**src/rtl/lz_restore_if.sv**
```systemverilog
`default_nettype none
// ============================================================================
// Module   : lz_restore_if
// Brief    : Operand/result bundle for the lz_restore denormalizer.
// Revision : 1.0 - initial release
// ============================================================================
interface lz_restore_if #(
    parameter int WIDTH = 32,
    parameter int CNT_W = 6
);
    logic             start;
    logic [WIDTH-1:0] mantissa;
    logic [CNT_W-1:0] zero_count;
    logic             busy;
    logic             done;
    logic [WIDTH-1:0] result;
    logic             count_err;

    modport master (
        output start, mantissa, zero_count,
        input  busy, done, result, count_err
    );

    modport slave (
        input  start, mantissa, zero_count,
        output busy, done, result, count_err
    );
endinterface
`default_nettype wire

```
**src/rtl/lz_restore.sv**
```systemverilog
`default_nettype none
// ============================================================================
// Module   : lz_restore
// Brief    : Multi-cycle inverse of count-leading-zeros (result = mantissa >> zero_count).
// Revision : 1.0 - initial release
// ============================================================================
module lz_restore #(
    parameter int WIDTH = 32,
    parameter int CNT_W = 6
) (
    input  wire logic       clk,
    input  wire logic       rst,
    lz_restore_if.slave     bus
);
    localparam int                    c_STEP_W    = $clog2(CNT_W);
    localparam logic [c_STEP_W-1:0]   c_LAST_STEP = c_STEP_W'(CNT_W - 1);
    localparam logic [CNT_W-1:0]      c_WIDTH_CNT = CNT_W'(WIDTH);

    localparam logic [1:0] c_ST_IDLE  = 2'd0;
    localparam logic [1:0] c_ST_SHIFT = 2'd1;
    localparam logic [1:0] c_ST_DONE  = 2'd2;

    logic [1:0]          r_state;
    logic [c_STEP_W-1:0] r_step;
    logic [WIDTH-1:0]    r_work;
    logic [CNT_W-1:0]    r_cnt;
    logic                r_busy;
    logic                r_done;
    logic [WIDTH-1:0]    r_result;
    logic                r_err;

    logic [WIDTH-1:0]    w_shift_opt [CNT_W];
    logic [WIDTH-1:0]    w_next_work;
    logic                w_accept;
    logic                w_oversize;

    // Each step only ever shifts by its own fixed power of two, so every
    // candidate is plain wiring and the per-cycle cost is one small mux.
    generate
        for (genvar k = 0; k < CNT_W; k++) begin : g_step
            if ((2 ** k) >= WIDTH) begin : g_flush
                assign w_shift_opt[k] = '0;
            end else begin : g_shift
                assign w_shift_opt[k] = r_work >> (2 ** k);
            end
        end
    endgenerate

    always_comb begin
        w_next_work = r_work;
        if (r_cnt[r_step]) begin
            w_next_work = w_shift_opt[r_step];
        end
    end

    assign w_accept   = bus.start && !r_busy;
    assign w_oversize = (bus.zero_count >= c_WIDTH_CNT);

    always_ff @(posedge clk) begin
        if (rst) begin
            r_state  <= c_ST_IDLE;
            r_step   <= '0;
            r_work   <= '0;
            r_cnt    <= '0;
            r_busy   <= 1'b0;
            r_done   <= 1'b0;
            r_result <= '0;
            r_err    <= 1'b0;
        end else begin
            r_done <= 1'b0;
            case (r_state)
                c_ST_IDLE, c_ST_DONE: begin
                    if (w_accept) begin
                        r_work  <= w_oversize ? '0 : bus.mantissa;
                        r_cnt   <= bus.zero_count;
                        r_step  <= '0;
                        r_busy  <= 1'b1;
                        r_state <= c_ST_SHIFT;
                    end else begin
                        r_state <= c_ST_IDLE;
                    end
                end
                c_ST_SHIFT: begin
                    r_work <= w_next_work;
                    // The final step's shifted value goes straight to the
                    // output so completion lands CNT_W edges after accept.
                    if (r_step == c_LAST_STEP) begin
                        r_result <= w_next_work;
                        r_err    <= (r_cnt > c_WIDTH_CNT);
                        r_done   <= 1'b1;
                        r_busy   <= 1'b0;
                        r_state  <= c_ST_DONE;
                    end else begin
                        r_step <= r_step + 1'b1;
                    end
                end
                default: begin
                    r_state <= c_ST_IDLE;
                end
            endcase
        end
    end

    assign bus.busy      = r_busy;
    assign bus.done      = r_done;
    assign bus.result    = r_result;
    assign bus.count_err = r_err;
endmodule
`default_nettype wire

```
**src/flat_wrapper.sv**
```systemverilog
// flat-port wrapper written by rule: the top's interface ports become plain ports
module lz_restore_flat 
#(
    parameter int WIDTH = 32,
    parameter int CNT_W = 6
)
  (clk, rst, bus_start, bus_mantissa, bus_zero_count, bus_busy, bus_done, bus_result, bus_count_err);
  lz_restore_if #(.WIDTH(WIDTH), .CNT_W(CNT_W)) bus_i ();
  input  wire logic clk;
  input  wire logic rst;
  input wire logic [$bits(bus_i.start)-1:0] bus_start;
  input wire logic [$bits(bus_i.mantissa)-1:0] bus_mantissa;
  input wire logic [$bits(bus_i.zero_count)-1:0] bus_zero_count;
  output wire logic [$bits(bus_i.busy)-1:0] bus_busy;
  output wire logic [$bits(bus_i.done)-1:0] bus_done;
  output wire logic [$bits(bus_i.result)-1:0] bus_result;
  output wire logic [$bits(bus_i.count_err)-1:0] bus_count_err;
  assign bus_i.start = bus_start;
  assign bus_i.mantissa = bus_mantissa;
  assign bus_i.zero_count = bus_zero_count;
  assign bus_busy = bus_i.busy;
  assign bus_done = bus_i.done;
  assign bus_result = bus_i.result;
  assign bus_count_err = bus_i.count_err;
  lz_restore #(.WIDTH(WIDTH), .CNT_W(CNT_W)) u_core (.clk(clk), .rst(rst), .bus(bus_i));
endmodule
```
**config.mk**
```make
export PLATFORM = sky130hd
export DESIGN_NAME = lz_restore_flat
export DESIGN_NICKNAME = d
export VERILOG_FILES = /design/src/rtl/lz_restore_if.sv /design/src/rtl/lz_restore.sv /design/src/flat_wrapper.sv
export SDC_FILE = /design/constraint.sdc
export NUM_CORES = 1
export LEC_CHECK = 0
export ABC_AREA = 1
export CAP_MARGIN = 20
export CORE_MARGIN = 2
export CORE_UTILIZATION = 55
export CTS_CLUSTER_SIZE = 16
export DETAILED_ROUTE_END_ITERATION = 8
export PLACE_DENSITY = 0.84
export SYNTH_ARGS = -nofsm -noshare
export SYNTH_HDL_FRONTEND = slang
export SYNTH_SLANG_ARGS = --single-unit
```
**constraint.sdc**
```tcl
create_clock -name clk -period 5.5 [get_ports clk]
set_input_delay 0.825 -clock clk [delete_from_list [all_inputs] [get_ports clk]]
set_output_delay 0.825 -clock clk [all_outputs]
set_load 0.02 [all_outputs]
```
### Word-level counts from Yosys, hierarchy flattened

Index checks and enable logic that the tools add are counted.

* flip-flop bits (word level): 78
* input port bits: 41
* output and inout port bits: 35
* word-level logic and storage cells: 51

* multiplexer cells: 19
* add/subtract/negate cells: 1
* bitwise gates (word level): 2
* reductions and logical operators: 11
* equality and inequality tests: 6
* order comparisons: 4

Operators by type and width (count)
* $mux 32: 5
* $bmux 32 s3: 1
* $pmux 32 s2: 1
* $ge 6x6->1 const B: 1
* $gt 6x6->1 const B: 1
* $mux 3: 2
* $pmux 3 s2: 1
* $reduce_and 2->1: 3
* $reduce_and 3->1: 2
* $mux 1: 5
* $ge 4x4->1 const B: 1
* $lt 3x4->1 const B: 1
* $ne 2x1->1 const B: 2
* $not 3->4: 1
* $pmux 2 s2: 1
* $reduce_or 2->1: 2
* $add 3x1->3 const B: 1
* $bmux 1 s3: 1
* $eq 3x3->1 const B: 1
* $eq 2x1->1 const B: 1
* $eq 2x2->1 const B: 1
* $logic_not 2->1: 1
* $mux 2: 1
* $ne 2x2->1 const B: 1
* 5 further kinds: 5

### Depth between registers and ports, before layout

Gate-level depths: netlist of the first run.

* word-level depth: 6
* gate-level depth with buffers: 12

### Worst setup path after synthesis of the first run

Ideal clock, no wire load.

* path type: flip-flop to flip-flop
* start: register u_core.r_step[1]
* end: register u_core.r_result[31] (netlist: u_core.bus.result[31])
* stages on the path, launching flop included: 13
* setup time: 0.060 ns
* setup slack: 3.743 ns
* buffers on the path: 4
* data required time: 5.440 ns
* period minus slack after synthesis: 1.757 ns
* arrival: 1.697 ns
* cell sequence: dfxtp_1 > buf_6 > inv_2 > buf_4 > buf_4 > ha_1 > nand2_1 > nor2_4 > inv_2 > nor2_2 > buf_2 > nand4_1 > nand2_1

* cells in the longest elaborated chain, start to end: 5

Ends and longest elaborated chain
* from (decl): line lz_restore.sv:24 `logic [c_STEP_W-1:0] r_step;`
* from (signal assigned): line lz_restore.sv:94 `r_step <= r_step + 1'b1;`
* $not 3->4 (implied by the code): line lz_restore.sv:52 `w_next_work = w_shift_opt[r_step];`
* $bmux 32 s3: line lz_restore.sv:52
* $mux 32 (implied by the code) (2 in series): line lz_restore.sv:52
* $mux 32: line lz_restore.sv:51 `if (r_cnt[r_step]) begin`
* to (signal assigned): line lz_restore.sv:88 `r_result <= w_next_work;`
* to (decl): line lz_restore.sv:29 `logic [WIDTH-1:0] r_result;`

Several ways; a longest one is shown, not always the timed one. The select of a mux whose other input is x is not followed.
A chain may end at the register's enable or synchronous reset.

### Final worst setup path of the first run

* start: register u_core.r_step[0]
* end: register u_core.r_work[1]

* cells in the longest elaborated chain, start to end: 6

Ends and longest elaborated chain
* $not 3->4 (implied by the code): line lz_restore.sv:52
* $bmux 32 s3: line lz_restore.sv:52
* $mux 32 (implied by the code) (2 in series): line lz_restore.sv:52
* $mux 32 (*): line lz_restore.sv:51
* $pmux 32 s2 (*): line lz_restore.sv:71 `case (r_state)`
* to (signal assigned): line lz_restore.sv:74 `r_work <= w_oversize ? '0 : bus.mantissa;`
* to (signal assigned): line lz_restore.sv:84 `r_work <= w_next_work;`
* to (decl): line lz_restore.sv:25 `logic [WIDTH-1:0] r_work;`

Every way passes the cells marked *; elsewhere a longest branch is shown, timed or not. The select of a mux whose other input is x is not followed.

==> results of run 1 <==
[per-stage QoR]
stage / area, um2 / power [mW] / hold slack, ps / setup slack, ps
2_1_floorplan: 4977 / 0.9148 / 448.8 / 3743
3_3_place_gp: 5560 / 0.9714 / 457.1 / 2261
3_5_place_dp: 5575 / 0.9837 / 463.1 / 2093
4_1_cts: 5742 / 1.360 / 478.2 / 2355
5_1_grt: 5757 / 1.427 / 498.9 / 2067
6_report: 5757 / 1.357 / 475.5 / 2301
[worst reg2reg max path: stages (launching register included)]
cell and delay, ps:
dfxtp_1 890, buf_4 440, inv_2 310, nand2_1 160
nand3_2 120, nand2_8 200, nand2_8 220, nand2_4 420
nand2_1 140, nand3_1 100, a21oi_1 80
[worst max path at each step]
stage / from / end / slack [ps] / depth (start not counted)
after global placement: rst / u_core.bus.result[27] / 2260 / 5
after global routing: u_core.r_step[0] / u_core.r_work[2] / 2070 / 10
after CTS: u_core.r_step[0] / u_core.r_work[5] / 2360 / 10
after floorplan: u_core.r_step[1] / u_core.bus.result[31] / 3740 / 12
final: u_core.r_step[0] / u_core.r_work[1] / 2300 / 10
after detailed placement: rst / u_core.bus.result[2] / 2090 / 5
[registers in the layout, indices dropped and copies added (netlist names)]
| signal | flops |
|---|---|
| u_core.bus.result | 32 |
| u_core.r_work | 32 |
| u_core.r_cnt | 6 |
| u_core.r_step | 3 |
| u_core.r_state | 2 |
| u_core.bus.busy | 1 |
| u_core.bus.count_err | 1 |
| u_core.bus.done | 1 |
[kinds of logic (layout without fill, tap and decap cells)]
logic type | Yosys count | after routing | synth area share [%]
buffers and inverters | 145 | 192 | 13.85
AND/OR/NAND/NOR | 446 | 446 | 43.87
AO/OA/AOI/OAI | 93 | 93 | 10.41
adder cells (fa/ha/maj) | 2 | 2 | 0.5027
flip-flops | 78 | 78 | 31.37
[per-layer routing]
metal / share of wire, % / routed length (um) / vias up / GRT usage [%]
li1: - / - / 2536 / -
met3: 6.7 / 958 / 21 / 4.427
met1: 44 / 6347 / 2393 / 39.58
met4: 1.5 / 218 / 0 / 10.54
met5: 0 / 0 / - / 0
met2: 47 / 6778 / 203 / 47.97
[cell type report]
class / instances / area, um2
clock buffers: 10 / 127.6
fillers: 793 / 3007
clock inverters: 6 / 38.79
repair buffers: 81 / 810.8
well taps: 108 / 135.1
inverters: 95 / 356.6
flip-flops and latches: 78 / 1562
multi-input cells: 541 / 2726
[report_power, final]
group          internal [mW]  leakage, nW  switching, mW
registers              0.589        0.633         0.0259
clock network          0.162       0.0820          0.218
logic                  0.123         1.77          0.239
[placed cells by master, fill, tap and decap left out]
cell type,n
nand2_1,223
nand3_1,136
inv_1,85
dfxtp_1,78
clkdlybuf4s50_1,75
o21ai_0,38
a21oi_1,34
nor2_1,33
nand3_2,20
nand2_4,12
inv_2,9
nand4_1,9
clkbuf_8,9
o21ai_1,7
a21oi_2,7
buf_4,4
nor2_4,3
a31oi_1,3
clkinv_2,3
nand2_8,2
nand2_2,2
a211oi_1,2
ha_1,2
clkinvlp_4,2
buf_8,2
nand3_4,1
nor2_8,1
o211ai_4,1
nor2_2,1
clkinv_1,1
nand3b_1,1
or2_1,1
nor4_1,1
o22ai_1,1
clkinv_4,1
clkbuf_1,1
[cells in the mapped netlist (all sizes together)]
master,instances,area [um2]
nand3b,1,7.510
nor4,1,6.260
nor2,38,183.9
o21ai,45,225.2
nand4,9,56.30
clkbuf,18,67.56
nand3,157,898.4
a31oi,3,18.77
ha,2,25.02
clkinv,1,3.750
a211oi,2,15.01
dfxtp,78,1562
buf,32,265.3
o22ai,1,6.260
nand2,239,1025
or2,1,6.260
inv,94,352.8
o211ai,1,21.27
a21oi,41,231.5
==> flow_summary.ini, run 1 <==
[logic_synthesis]
synth_cell_types = 34
synth.cell_area_um2 = 4977
syn_inst = 764
ys_seq_area_share_pct = 31.37
ys_ff_latch = 78
syn_area_per_cell_um2 = 6.515
synth_fp_nets = 807
yosysWarningCount = 0

[timing]
rsz0062_at_grt = no
fin_crit_ps = 3199
fin_skew_ps = 9.639
tns_ps = 0
final_max_slew_viol_count = 0
fmax_mhz = 312.6
worstMarginPinSlew_ps = 1062
timing.final.crit_share_pct = 58.16
finalSetupViolCount = 0
hold_violations = 0
slew_headroom_pct = 29.06

[setup_path]
cp.arrival_ps = 3410
crit_type = register to register
path_cells = buf_4, inv_2, nand2_1, nand3_2, nand2_8, nand2_8, nand2_4, nand2_1, nand3_1, a21oi_1
rrSetupSlack_ps = 2300
slowest_delay_ps = 890
r2r-start = u_core.r_step[0]
start_kind = register
critPathCaptureType = register
path_max_fanout = 34
cp_slowest_cell = dfxtp_1
critPathBufInv = 2
r2r-end = u_core.r_work[1]
required_ps = 5710
rr_worst_depth = 10
cp_top_family = simple AND/OR/NAND/NOR gates

[cts]
cts_tree = built
clk_transition_reported_paths_ps = 80
clk_latency_ps = 350
ctsResizeCount = 0
cts.hold.buffers_added = 0
clock-sinks = 78
clockBufferDepth = 2
clock-root-buffer = clkbuf_8
postCtsSetupBuffers = 0
numCtsBuffers = 9
h-tree-depth = 3

[placement]
dp_hpwl_um = 9620
placedCellCount = 902
portBuffers = 75
place.gp.congestion = 0.8872

[cells_and_area]
diodes = 0
fin_nets = 849
fin_cells = 919
drive_gt1_share_pct = 9.864
area_growth_pct = 15.66
fin_util_pct = 65.69

[global_routing]
grt_pass1_wl_um = 23680
grt_pass1_vias = 5035
grt.total_usage_pct = 29.34
grt.overflow.total = 0
antenna_found_initial = 0
grt_max_degree = 43

[floorplan]
io_pins = 76
die_h_um = 99.13
coreArea_um2 = 8763
die_area_um2 = 9827
initial_core_util_pct = 56.80
die_w_um = 99.13
row_count = 34

[drt]
wl_per_cell_um = 15.56
vias = 5153
firstDrtPassIters = 6
dr.first_iter.drc_count = 478
ant_nets = 0
drc_errors = 0
routed_via_density = 5.607
wirelength_um = 14300

[hold_path]
hold_path_end = u_core.bus.result[4]
hp-class = register to register
hold_path_depth = 2
min_from = u_core.bus.result[4]

[pwr]
ir_drop_mv = 0.1597
p_leak_nw = 2.486
powerDensity_nw_per_um2 = 235.6

[status]
status = finished, final reports clean

[flow_run]
maxCapViolCount = 0
Note: power is estimated with default switching activity, not from simulation.
==> run 2, diff against run 1 <==
--- a/config.mk
+++ b/config.mk
@@ -8,10 +8,10 @@
 export ABC_AREA = 1
 export CAP_MARGIN = 20
 export CORE_MARGIN = 2
-export CORE_UTILIZATION = 55
+export CORE_UTILIZATION = 50
 export CTS_CLUSTER_SIZE = 16
 export DETAILED_ROUTE_END_ITERATION = 8
-export PLACE_DENSITY = 0.84
+export PLACE_DENSITY = 0.81
 export SYNTH_ARGS = -nofsm -noshare
 export SYNTH_HDL_FRONTEND = slang
 export SYNTH_SLANG_ARGS = --single-unit
==> constraint.sdc (replaced) <==
create_clock -name clk -period 2.9 [get_ports clk]
set_input_delay 0.435 -clock clk [delete_from_list [all_inputs] [get_ports clk]]
set_output_delay 0.435 -clock clk [all_outputs]
set_load 0.02 [all_outputs]
==> run 2 against run 1 <==
  * Maximum frequency grew 38%
  * Sequential cell count is the same
  * Sequential share of layout area shrank 0.33 points
  * Clock skew grew 1.1 ps
  * Critical path type unchanged
  * Critical endpoint is now u_core.bus.result[31]
  * Highest routed layer unchanged
==> flow_summary.ini, run 2 (synthesis results as in run 1) <==
[placement]
postPlaceCellArea_um2 = 5659
portBuffers = 75
place.gp.congestion = 0.9380
placedCellCount = 935
dp_hpwl_um = 9982

[timing]
slew_headroom_pct = 50.77
worstMarginPinSlew_ps = 734.9
finalSetupViolCount = 0
hold_violations = 0
fmax_mhz = 431.2
fin_skew_ps = 10.72
fin_crit_ps = 2319
rsz0062_at_grt = no
timing.final.crit_share_pct = 79.96
tns_ps = 0
final_max_slew_viol_count = 0

[setup_path]
critPathCaptureType = register
path_max_fanout = 18
start_kind = register
cp.arrival_ps = 2620
required_ps = 3200
crit_type = register to register

[cells_and_area]
multi_input_area_um2 = 2726
regArea_um2 = 1562
design_area_um2 = 5827
final_common_cell = nand2_1
fin_cells = 950
layout_common_cells = nand2_1 (223), nand3_1 (136), inv_1 (85), dfxtp_1 (78), clkdlybuf4s50_1 (75)
diodes = 0
fillers = 950
fin_nets = 856
drive_gt1_share_pct = 10.28
fin_util_pct = 59.89
area_growth_pct = 17.07

[cts]
cts_tree = built
postCtsSetupBuffers = 0
clockBufferDepth = 2
clk_latency_ps = 360
clk_transition_reported_paths_ps = 80
ctsResizeCount = 0
clock-root-buffer = clkbuf_8
numCtsBuffers = 9
clock-sinks = 78
cts.hold.buffers_added = 0
h-tree-depth = 3

[floorplan]
initial_core_util_pct = 51.16
die_w_um = 103.8
io_pins = 76
die_h_um = 103.8
row_count = 36
die_area_um2 = 10770
coreArea_um2 = 9729

[drt]
ant_nets = 0
wirelength_um = 14530
vias = 5172
dr.first_iter.drc_count = 433
firstDrtPassIters = 5
routed_via_density = 5.444
drc_errors = 0
wl_per_cell_um = 15.30

[status]
status = finished, final reports clean

[pwr]
p_leak_nw = 2.519
powerDensity_nw_per_um2 = 448.1
ir_drop_mv = 0.2201

[global_routing]
antenna_found_initial = 0
grt_pass1_vias = 5145
grt.overflow.total = 0
grt_max_degree = 46
grt.total_usage_pct = 28.04
grt_pass1_wl_um = 24940

[hold_path]
hp-class = register to register

[flow_run]
maxCapViolCount = 0
## run 2: changes by cell type in the layout (fill, tap and decap cells not counted), moves of 2 or more
cell	previous run	this run
buf_4	4	13
buf_8	2	0
clkbuf_1	1	3
clkbuf_8	9	11
clkinv_2	3	1
clkinvlp_4	2	0
## run 2: through the flow
| step | worst slack (ps) | hold WS (ps) | total power, mW |
|---|---|---|---|
| floorplan | 1143 | 448.8 | 1.735 |
| global placement | 631.8 | 457.0 | 1.849 |
| detailed placement | 576.5 | 460.1 | 1.875 |
| CTS | 611.6 | 474.6 | 2.607 |
| global route | 380.4 | 494.6 | 2.743 |
| finish | 581.1 | 470.4 | 2.611 |
## run 2: worst paths after layout
check	startpoint	end	slack, ps	depth (start not counted)
worst min-delay path	u_core.bus.result[27]	u_core.bus.result[27]	470	2
worst max-delay path	u_core.r_step[0]	u_core.bus.result[31]	580	8
worst max register to register	u_core.r_step[0]	u_core.bus.result[31]	580	8
worst min register to register	u_core.bus.result[27]	u_core.bus.result[27]	470	2
## run 2: layout make-up
cell class,instances,area share [%]
inverter,95,6.120
timing repair buffer,88,14.56
multi-input combinational,541,46.79
clock buffer,14,2.791
tap,133,2.856
clock inverter,1,0.08589
sequential,78,26.80
## run 2: per-layer routing
metal  GRT usage, %  vias to the layer above  part of all wire [%]
met1          37.54                     2369                    45
li1               -                     2544                     -
met4          12.07                        0                   2.4
met5              0                        -                     0
met2          44.37                      233                    45
met3          5.098                       26                   7.6
## run 2: critical path: stages, from the launching register on
cell and delay [ps]:
dfxtp_1 520, ha_1 220, nand2_1 100, nor2_4 240, inv_2 60, nor2_2 520, buf_4 370, nand4_1 130
nand2_1 90
## run 2: report_power, final
group / internal [mW] / switching, mW / total, mW
Clock: 0.354 / 0.396 / 0.750
Combinational: 0.239 / 0.461 / 0.700
Sequential: 1.12 / 0.0433 / 1.16
Total: 1.71 / 0.901 / 2.61
